### src/rtl/vec_mux_pipe.sv
// K-input vector mux with per-lane zero mask, registered behind a 2-entry skid buffer.
// Latency 1 cycle; in_ready (registered) drops only when the skid entry is occupied.
// Optional per-lane vector select: define VEC_MUX_LANE_SEL_EN.
module vec_mux_pipe #(
   parameter int N  = 16,
   parameter int M  = 16,
   parameter int K  = 3,
   parameter int SW = (K > 1) ? $clog2(K) : 1,
   parameter int CW = 8
) (
   input  logic               clk,
   input  logic               rst_n,
   input  logic               in_valid,
   output logic               in_ready,
   input  logic [K*M*N-1:0]   in_data,
   input  logic [SW-1:0]      in_sel,
   input  logic [M-1:0]       in_lane_mask,
`ifdef VEC_MUX_LANE_SEL_EN
   input  logic [M*SW-1:0]    in_lane_sel,
`endif
   output logic               out_valid,
   input  logic               out_ready,
   output logic [M*N-1:0]     out_data,
   output logic               out_sel_err,
   output logic [CW-1:0]      err_count
);

   // One extra bit so K itself is representable when K is a power of two.
   localparam logic [SW:0] K_L = (SW+1)'(K);

   logic [M*N-1:0] res_dat;
   logic           res_err;
   logic [SW-1:0]  lane_sel;

   logic           main_vld_q, main_vld_d;
   logic [M*N-1:0] main_dat_q, main_dat_d;
   logic           main_err_q, main_err_d;
   logic           skid_vld_q, skid_vld_d;
   logic [M*N-1:0] skid_dat_q, skid_dat_d;
   logic           skid_err_q, skid_err_d;
   logic [CW-1:0]  err_cnt_q, err_cnt_d;

   logic accept;
   logic xfer;

`ifdef VEC_MUX_LANE_SEL_EN
   logic unused_in_sel;
   assign unused_in_sel = ^in_sel;
`endif

   // An out-of-range select matches no vector, so that lane falls through to zero.
   always_comb begin
      res_dat  = '0;
      res_err  = 1'b0;
      lane_sel = '0;
      for (int m = 0; m < M; m++) begin
`ifdef VEC_MUX_LANE_SEL_EN
         lane_sel = in_lane_sel[m*SW +: SW];
`else
         lane_sel = in_sel;
`endif
         if ({1'b0, lane_sel} >= K_L) begin
            res_err = 1'b1;
         end
         for (int k = 0; k < K; k++) begin
            if (lane_sel == SW'(k) && in_lane_mask[m]) begin
               res_dat[m*N +: N] = in_data[k*M*N + m*N +: N];
            end
         end
      end
   end

   assign in_ready = !skid_vld_q;
   assign accept   = in_valid && in_ready;
   assign xfer     = main_vld_q && out_ready;

   always_comb begin
      main_vld_d = main_vld_q;
      main_dat_d = main_dat_q;
      main_err_d = main_err_q;
      skid_vld_d = skid_vld_q;
      skid_dat_d = skid_dat_q;
      skid_err_d = skid_err_q;
      err_cnt_d  = err_cnt_q;

      if (accept) begin
         if (!main_vld_q || out_ready) begin
            main_vld_d = 1'b1;
            if (skid_vld_q) begin
               // Older skid entry advances; new result takes its place.
               main_dat_d = skid_dat_q;
               main_err_d = skid_err_q;
               skid_dat_d = res_dat;
               skid_err_d = res_err;
            end else begin
               main_dat_d = res_dat;
               main_err_d = res_err;
            end
         end else begin
            skid_vld_d = 1'b1;
            skid_dat_d = res_dat;
            skid_err_d = res_err;
         end
         if (res_err && err_cnt_q != '1) begin
            err_cnt_d = err_cnt_q + CW'(1);
         end
      end else if (xfer) begin
         if (skid_vld_q) begin
            main_dat_d = skid_dat_q;
            main_err_d = skid_err_q;
            skid_vld_d = 1'b0;
         end else begin
            main_vld_d = 1'b0;
         end
      end
   end

   always_ff @(posedge clk or negedge rst_n) begin
      if (!rst_n) begin
         main_vld_q <= 1'b0;
         main_dat_q <= '0;
         main_err_q <= 1'b0;
         skid_vld_q <= 1'b0;
         skid_dat_q <= '0;
         skid_err_q <= 1'b0;
         err_cnt_q  <= '0;
      end else begin
         main_vld_q <= main_vld_d;
         main_dat_q <= main_dat_d;
         main_err_q <= main_err_d;
         skid_vld_q <= skid_vld_d;
         skid_dat_q <= skid_dat_d;
         skid_err_q <= skid_err_d;
         err_cnt_q  <= err_cnt_d;
      end
   end

   assign out_valid   = main_vld_q;
   assign out_data    = main_dat_q;
   assign out_sel_err = main_err_q;
   assign err_count   = err_cnt_q;

endmodule

### config.mk
export PLATFORM = sky130hd
export DESIGN_NAME = vec_mux_pipe
export DESIGN_NICKNAME = d
export VERILOG_FILES = /design/src/rtl/vec_mux_pipe.sv
export SDC_FILE = /design/constraint.sdc
export NUM_CORES = 1
export LEC_CHECK = 0
export ABC_AREA = 1
export CAP_MARGIN = 20
export CORE_AREA = 8 8 400 402
export CTS_BUF_LIST = sky130_fd_sc_hd__clkbuf_4
export DETAILED_ROUTE_END_ITERATION = 10
export DIE_AREA = 0 0 408 410
export SETUP_SLACK_MARGIN = 0.15
export SYNTH_ARGS = -nofsm -noshare
export SYNTH_HDL_FRONTEND = slang
export SYNTH_SLANG_ARGS = --single-unit
### constraint.sdc
create_clock -name clk -period 1.3 [get_ports clk]
set_input_delay 0.13 -clock clk [delete_from_list [all_inputs] [get_ports clk]]
set_output_delay 0.13 -clock clk [all_outputs]
set_load 0.1 [all_outputs]
==> results.py, run 1 <==
metrics = {
    "critical_path": {
        "reg2reg_to": "out_data[8]",
        "path_common_cell": "buf_6",
        "reg2reg_slack_ps": -840,
        "cp_data_arrival_time_ps": 3140,
        "max_stage_delay_ps": 410,
        "path_cells": "inv_6 -> buf_6 -> buf_6 -> buf_6 -> o21ai_4 -> buf_6 -> buf_12 -> nand2_8 -> buf_12 -> buf_16 -> buf_16 -> nor2_2 -> nand2_1 -> nand2_1",
        "end_kind": "flip-flop",
        "rr_worst_depth": 14,
        "cp.required_ps": 2300,
        "cp_max_fo": 5,
        "slowest_stage": "dfrtp_1",
        "r2r_start": "skid_vld_q",
        "critPathLaunchType": "flip-flop",
        "critical_path_class": "reg2reg",
    },
    "pwr": {
        "comb_power_share_pct": 64.2,
        "pwr-share-seq_pct": 23.0,
        "p_leak_nw": 29.42,
        "power_switching_mw": 63.39,
        "power_mw": 129.6,
        "internal_power_mw": 66.20,
        "p_sw_share_pct": 48.91,
        "p_clk_share_pct": 12.8,
        "irDropWorstVdd_uv": 1785,
        "powerDensity_mw_per_mm2": 2010,
    },
    "sta": {
        "fmax_mhz": 466.7,
        "setup_ws_ps": -842.5,
        "worst_pin_slew_ps": 1116,
        "fin_crit_sh_pct": 164.8,
        "finalHoldViolations": 0,
        "drv_slew": 0,
        "clock_skew_ps": 69.51,
        "slew_headroom_pct": 25.63,
        "min_period_ps": 2142,
        "rsz0062_at_grt": "yes",
        "setup_violations": 791,
        "timing.hold.ws_ps": 102.9,
    },
    "yosys": {
        "yosysWarnings": 0,
        "syn_inst": 4320,
        "ys_seq_area_share_pct": 43.06,
        "synth.avg_cell_area_um2": 7.049,
        "synth_area_mm2": 0.03045,
        "synth_top_family_by_area": "simple AND/OR/NAND/NOR gates",
        "synthXorXnorAreaFrac_pct": 0.08628,
        "syn_nets": 5111,
        "synth_compound_gate_area_share_pct": 0.09450,
        "yosys.area_share.simple_pct": 50.26,
        "ys_ff_latch": 524,
        "synthAdderAreaFrac_pct": 0.04109,
        "yosys.cell_types.count": 22,
        "synthMuxAreaShare_pct": 0,
    },
    "cts": {
        "htreeDepth": 4,
        "cts-root-buf": "clkbuf_4",
        "clockBufferDepth": 3,
        "cts_sinks": 524,
        "cts_tree": "yes",
        "tritoncts.num_buffers": 161,
        "clk_pin_slew_ps": 60,
        "clkLatencyLatePin_ps": 1110,
    },
    "detailed_routing": {
        "wl_um": 195200,
        "wl_per_cell_um": 22.19,
        "drc": 0,
        "postRouteAntennaNets": 0,
        "vias": 43350,
        "drt_pass1_iterations": 8,
        "drt-initial-drc-count": 4514,
        "avgViaCountPerCell": 4.929,
    },
    "die": {
        "ios": 1057,
        "initial_core_util_pct": 19.86,
        "rows": 144,
        "die_area_mm2": 0.1673,
        "die_x_um": 408,
        "dieHeight_um": 410,
        "placeableCoreArea_mm2": 0.1533,
    },
    "run_status": {
        "outcome": "finished, violations left",
        "violations": "negative setup slack",
    },
    "min_path": {
        "min_to": "skid_dat_q[158]",
        "min_path_cells": 6,
        "hold_path_class": "in2reg",
        "hold_start": "in_lane_mask[9]",
    },
    "job": {
        "maxCapViolCount": 0,
    },
    "cells_and_area": {
        "fin_area_mm2": 0.06448,
        "postLayoutCoreUtil_pct": 42.05,
        "multi_input_area_mm2": 0.01631,
        "post_route_cells_drive_above_1_share_pct": 21.04,
        "nets": 7396,
        "syn2layout_area_growth_pct": 111.7,
        "register_area_mm2": 0.01319,
        "fill_cells": 14520,
    },
    "placed_design": {
        "placed_cell_area_mm2": 0.04856,
        "portBuffers": 1056,
        "routabilityCongestion": 0.9958,
        "dp_slack_ps": -753.3,
        "hpwl_um": 129300,
    },
    "global_routing": {
        "grt_pass1_vias": 45360,
        "gr-total-overflow": 0,
        "antenna_found_initial": 24,
        "grt_pass1_wl_um": 285500,
        "grt_max_degree": 83,
        "grt.total_usage_pct": 22.09,
    },
}
## cells in the final DEF, fill, tap and decap left out, types with 3 or more instances in the layout
master	instances
nor2_2	85
nor2_1	372
nand2_2	64
diode_2	31
nand2_1	1504
inv_1	6
buf_6	57
nand4_1	770
clkinvlp_4	5
bufinv_16	3
dfrtp_1	475
nand2_8	4
dfrtp_2	44
dlygate4sd3_1	840
bufbuf_16	8
buf_4	298
clkbuf_16	14
buf_2	6
buf_16	74
nand3_1	516
buf_8	38
inv_2	8
dfrtp_4	5
clkbuf_4	221
nor2_4	63
clkinv_2	9
buf_12	394
nand2_4	4
clkdlybuf4s50_1	780
clkinv_1	35
## metal layers
layer  vias to the layer above  routed length, µm  part of all wire (%)  track usage, %
li1                      19560                  -                     -               -
met3                       767              16580                   8.5           5.983
met2                      2634              90610                    46           36.23
met4                         6              13860                   7.1           13.55
met5                         -                 34                 0.017               0
met1                     20380              74130                    38           25.67
## flip-flops by register name (all words and copies together) (netlist names)
name / flops
out_data: 256
err_count: 8
skid_vld_q: 1
skid_err_q: 1
out_sel_err: 1
skid_dat_q: 256
out_valid: 1
## worst max path at each step
stage,from,endpoint,slack (ps)
3_3_place_gp,in_valid,out_data[64],-760
2_1_floorplan,out_valid,skid_dat_q[100],-250
5_1_grt,skid_vld_q,out_data[88],-950
3_5_place_dp,in_valid,out_data[61],-750
6_report,skid_vld_q,out_data[8],-840
4_1_cts,err_count[1],err_count[1],-930
## area by class of cell
type | count | area share, %
sequential | 524 | 20.45
tap | 2044 | 3.966
clock buffer | 221 | 2.573
inverter | 15 | 0.1688
multi-input combinational | 3393 | 25.29
timing repair buffer | 2510 | 46.90
antenna | 31 | 0.1203
clock inverter | 58 | 0.5220
## timing repair
action / 4_1_cts / 5_1_grt
resized for setup: 338 / 252
endpoints found under the hold margin: 1048 / 3
endpoints found under the setup margin: 790 / 793
buffers inserted: 112 / 19
gates cloned: 65 / 15
hold buffers: 842 / 2
pin swaps: 75 / 51
## Yosys cell counts (all sizes together)
cell type  number  share of area [%]
o21ai           4              0.078
nand2        1574                 19
inv            15               0.18
or2             1              0.021
dfrtp         524                 43
clkbuf         62               0.76
nand3         516                8.5
a21oi           1              0.016
xnor2           1              0.029
xor2            2              0.058
buf           328                5.5
ha              1              0.041
nor2          520                6.5
nand3b          1              0.025
nand4         770                 16
## cells by family (layout without fill, tap and decap cells)
kind of cell	Yosys count	after routing
and+or+nand+nor	3382	3384
DFF	524	524
buffers and inverters	405	2804
AOI/OAI and AO/OA	5	5
xor gates and xnor gates	3	3
adders and majority gates	1	1
other	0	31
## through the flow
step                TNS (ps)  cells
global route         -606540   8792
floorplan            -115990   4320
global placement     -319170   7432
detailed placement   -318050   7432
finish               -503410   8796
CTS                  -558720   8730
## worst max-delay path: cells and delay by family, from the launching register on
kind	cells	cell delay, ps
flip-flops	1	410
AND/OR/NAND/NOR	4	290
AO/OA/AOI/OAI	1	260
buffers and inverters	9	1080
## power groups by stage
stage	Combinational, mW	Sequential (mW)	Clock, mW
CTS	79.7	29.6	17.2
finish	83.1	29.8	16.6
global route	87.1	30.5	18.0
floorplan	16.6	50.2	0
detailed placement	66.8	29.5	0
global placement	66.4	29.5	0
Note: power is estimated with default switching activity, not from simulation.
==> run 2, diff against run 1 <==
--- a/config.mk
+++ b/config.mk
@@ -7,10 +7,12 @@
 export LEC_CHECK = 0
 export ABC_AREA = 1
 export CAP_MARGIN = 20
-export CORE_AREA = 8 8 400 402
+export CORE_AREA = 2 2 406 408
 export CTS_BUF_LIST = sky130_fd_sc_hd__clkbuf_4
+export CTS_CLUSTER_SIZE = 12
 export DETAILED_ROUTE_END_ITERATION = 10
 export DIE_AREA = 0 0 408 410
+export MAX_ROUTING_LAYER = met4
 export SETUP_SLACK_MARGIN = 0.15
 export SYNTH_ARGS = -nofsm -noshare
 export SYNTH_HDL_FRONTEND = slang
==> results.py, run 2 (synthesis results as in run 1) <==
metrics = {
    "cts": {
        "clockBufferDepth": 3,
        "clkLatencyLatePin_ps": 1050,
        "cts_sinks": 524,
        "clk_pin_slew_ps": 70,
        "cts_tree": "yes",
        "tritoncts.num_buffers": 157,
        "cts-root-buf": "clkbuf_4",
        "htreeDepth": 4,
    },
    "die": {
        "dieHeight_um": 410,
        "initial_core_util_pct": 18.63,
        "ios": 1057,
        "rows": 149,
        "die_x_um": 408,
        "placeableCoreArea_mm2": 0.1635,
        "die_area_mm2": 0.1673,
    },
    "pwr": {
        "powerDensity_mw_per_mm2": 1977,
        "irDropWorstVdd_uv": 1842,
        "p_leak_nw": 29.11,
        "power_mw": 125.5,
    },
    "placed_design": {
        "dp.cells": 7567,
        "portBuffers": 1056,
        "dp_slack_ps": -727.2,
        "hpwl_um": 125200,
        "routabilityCongestion": 1.031,
        "placed_cell_area_mm2": 0.04869,
    },
    "run_status": {
        "violations": "negative setup slack",
        "outcome": "finished, violations left",
    },
    "sta": {
        "fin_crit_sh_pct": 163.3,
        "finalHoldViolations": 0,
        "setup_ws_ps": -823.2,
        "setup_violations": 791,
        "clock_skew_ps": 81.64,
        "slew_headroom_pct": 32.64,
        "fmax_mhz": 471.0,
        "rsz0062_at_grt": "yes",
        "min_period_ps": 2123,
        "fin_setup_tns_ps": -482680,
        "worst_pin_slew_ps": 1007,
        "timing.hold.ws_ps": 241.2,
        "drv_slew": 0,
    },
    "cells_and_area": {
        "multi_input_area_mm2": 0.01613,
        "post_route_cells_drive_above_1_share_pct": 20.96,
        "nets": 7327,
        "fin_area_mm2": 0.06347,
        "fill_cells": 16030,
        "final_common_cell": "nand2_1",
        "postLayoutCoreUtil_pct": 38.82,
        "final_cells": 8850,
        "register_area_mm2": 0.01317,
        "mostFrequentLayoutCells": "nand2_1 (1414), dlygate4sd3_1 (789), clkdlybuf4s50_1 (779)",
        "syn2layout_area_growth_pct": 108.4,
    },
    "global_routing": {
        "grt_max_degree": 61,
        "grt_pass1_wl_um": 270100,
        "grt_pass1_vias": 42720,
        "gr-total-overflow": 0,
        "grt.total_usage_pct": 22.03,
        "antenna_found_initial": 10,
    },
    "detailed_routing": {
        "drt_pass1_iterations": 7,
        "avgViaCountPerCell": 4.796,
        "postRouteAntennaNets": 0,
        "drt-initial-drc-count": 4113,
        "wl_per_cell_um": 21.22,
        "drc": 0,
        "vias": 42450,
        "wl_um": 187800,
    },
    "critical_path": {
        "cp_max_fo": 8,
        "end_kind": "flip-flop",
        "critical_path_class": "reg2reg",
        "critPathLaunchType": "flip-flop",
        "cp.required_ps": 2280,
        "cp_data_arrival_time_ps": 3100,
    },
    "job": {
        "maxCapViolCount": 0,
    },
    "min_path": {
        "hold_path_class": "in2reg",
    },
}
## run 2: report_power, final
group | switching (mW) | internal [mW]
Combinational | 47.7 | 32.1
Clock | 8.01 | 8.11
Sequential | 6.29 | 23.3
## run 2: worst max-delay path, stage by stage, from the launching register on
cell     delay, ps
dfrtp_1        420
inv_6           40
buf_6          110
buf_6          100
buf_6          120
buf_12         120
o21ai_4        190
nand2_8         90
buf_12         150
buf_12         120
buf_16         140
buf_12         130
buf_16         140
nor2_2          90
nand2_1         50
nand2_1         60
## run 2: final timing paths
| path | endpoint | cells after the start | start | slack (ps) |
|---|---|---|---|---|
| worst max-delay path | out_data[11] | 15 | skid_vld_q | -820 |
| worst min-delay path | skid_dat_q[214] | 6 | in_lane_mask[13] | 240 |
| worst max register to register | out_data[11] | 15 | skid_vld_q | -820 |
| worst min register to register | skid_dat_q[120] | 2 | skid_dat_q[120] | 470 |
| max in group asynchronous | out_data[48] | 5 | rst_n | 100 |
| min in group asynchronous | out_data[142] | 4 | rst_n | 500 |
## run 2: metal layers
layer,global-route usage [%],up-vias,wire [µm],share of wire (%)
met2,35.15,2438,87680,47
li1,-,19370,-,-
met5,-,-,0,0
met4,14.64,0,14710,7.8
met1,24.44,19870,70690,38
met3,5.402,767,14730,7.8
## run 2: layout make-up
cell class,count,area share [%]
clock buffers,216,2.555
diodes,15,0.05914
multi-input cells,3391,25.41
inverters,15,0.1813
clock inverters,53,0.4869
flip-flops and latches,524,20.75
repair buffers,2442,46.08
repair inverters,5,0.1577
well taps,2189,4.315
## run 2: timing repair
item / in CTS / in global routing
endpoints found under the hold margin: 1048 / 0
hold buffers: 789 / 0
gates resized for setup: 337 / 172
cloned: 61 / 17
pin swaps: 126 / 33
buffers inserted: 109 / 23
endpoints found under the setup margin: 791 / 791
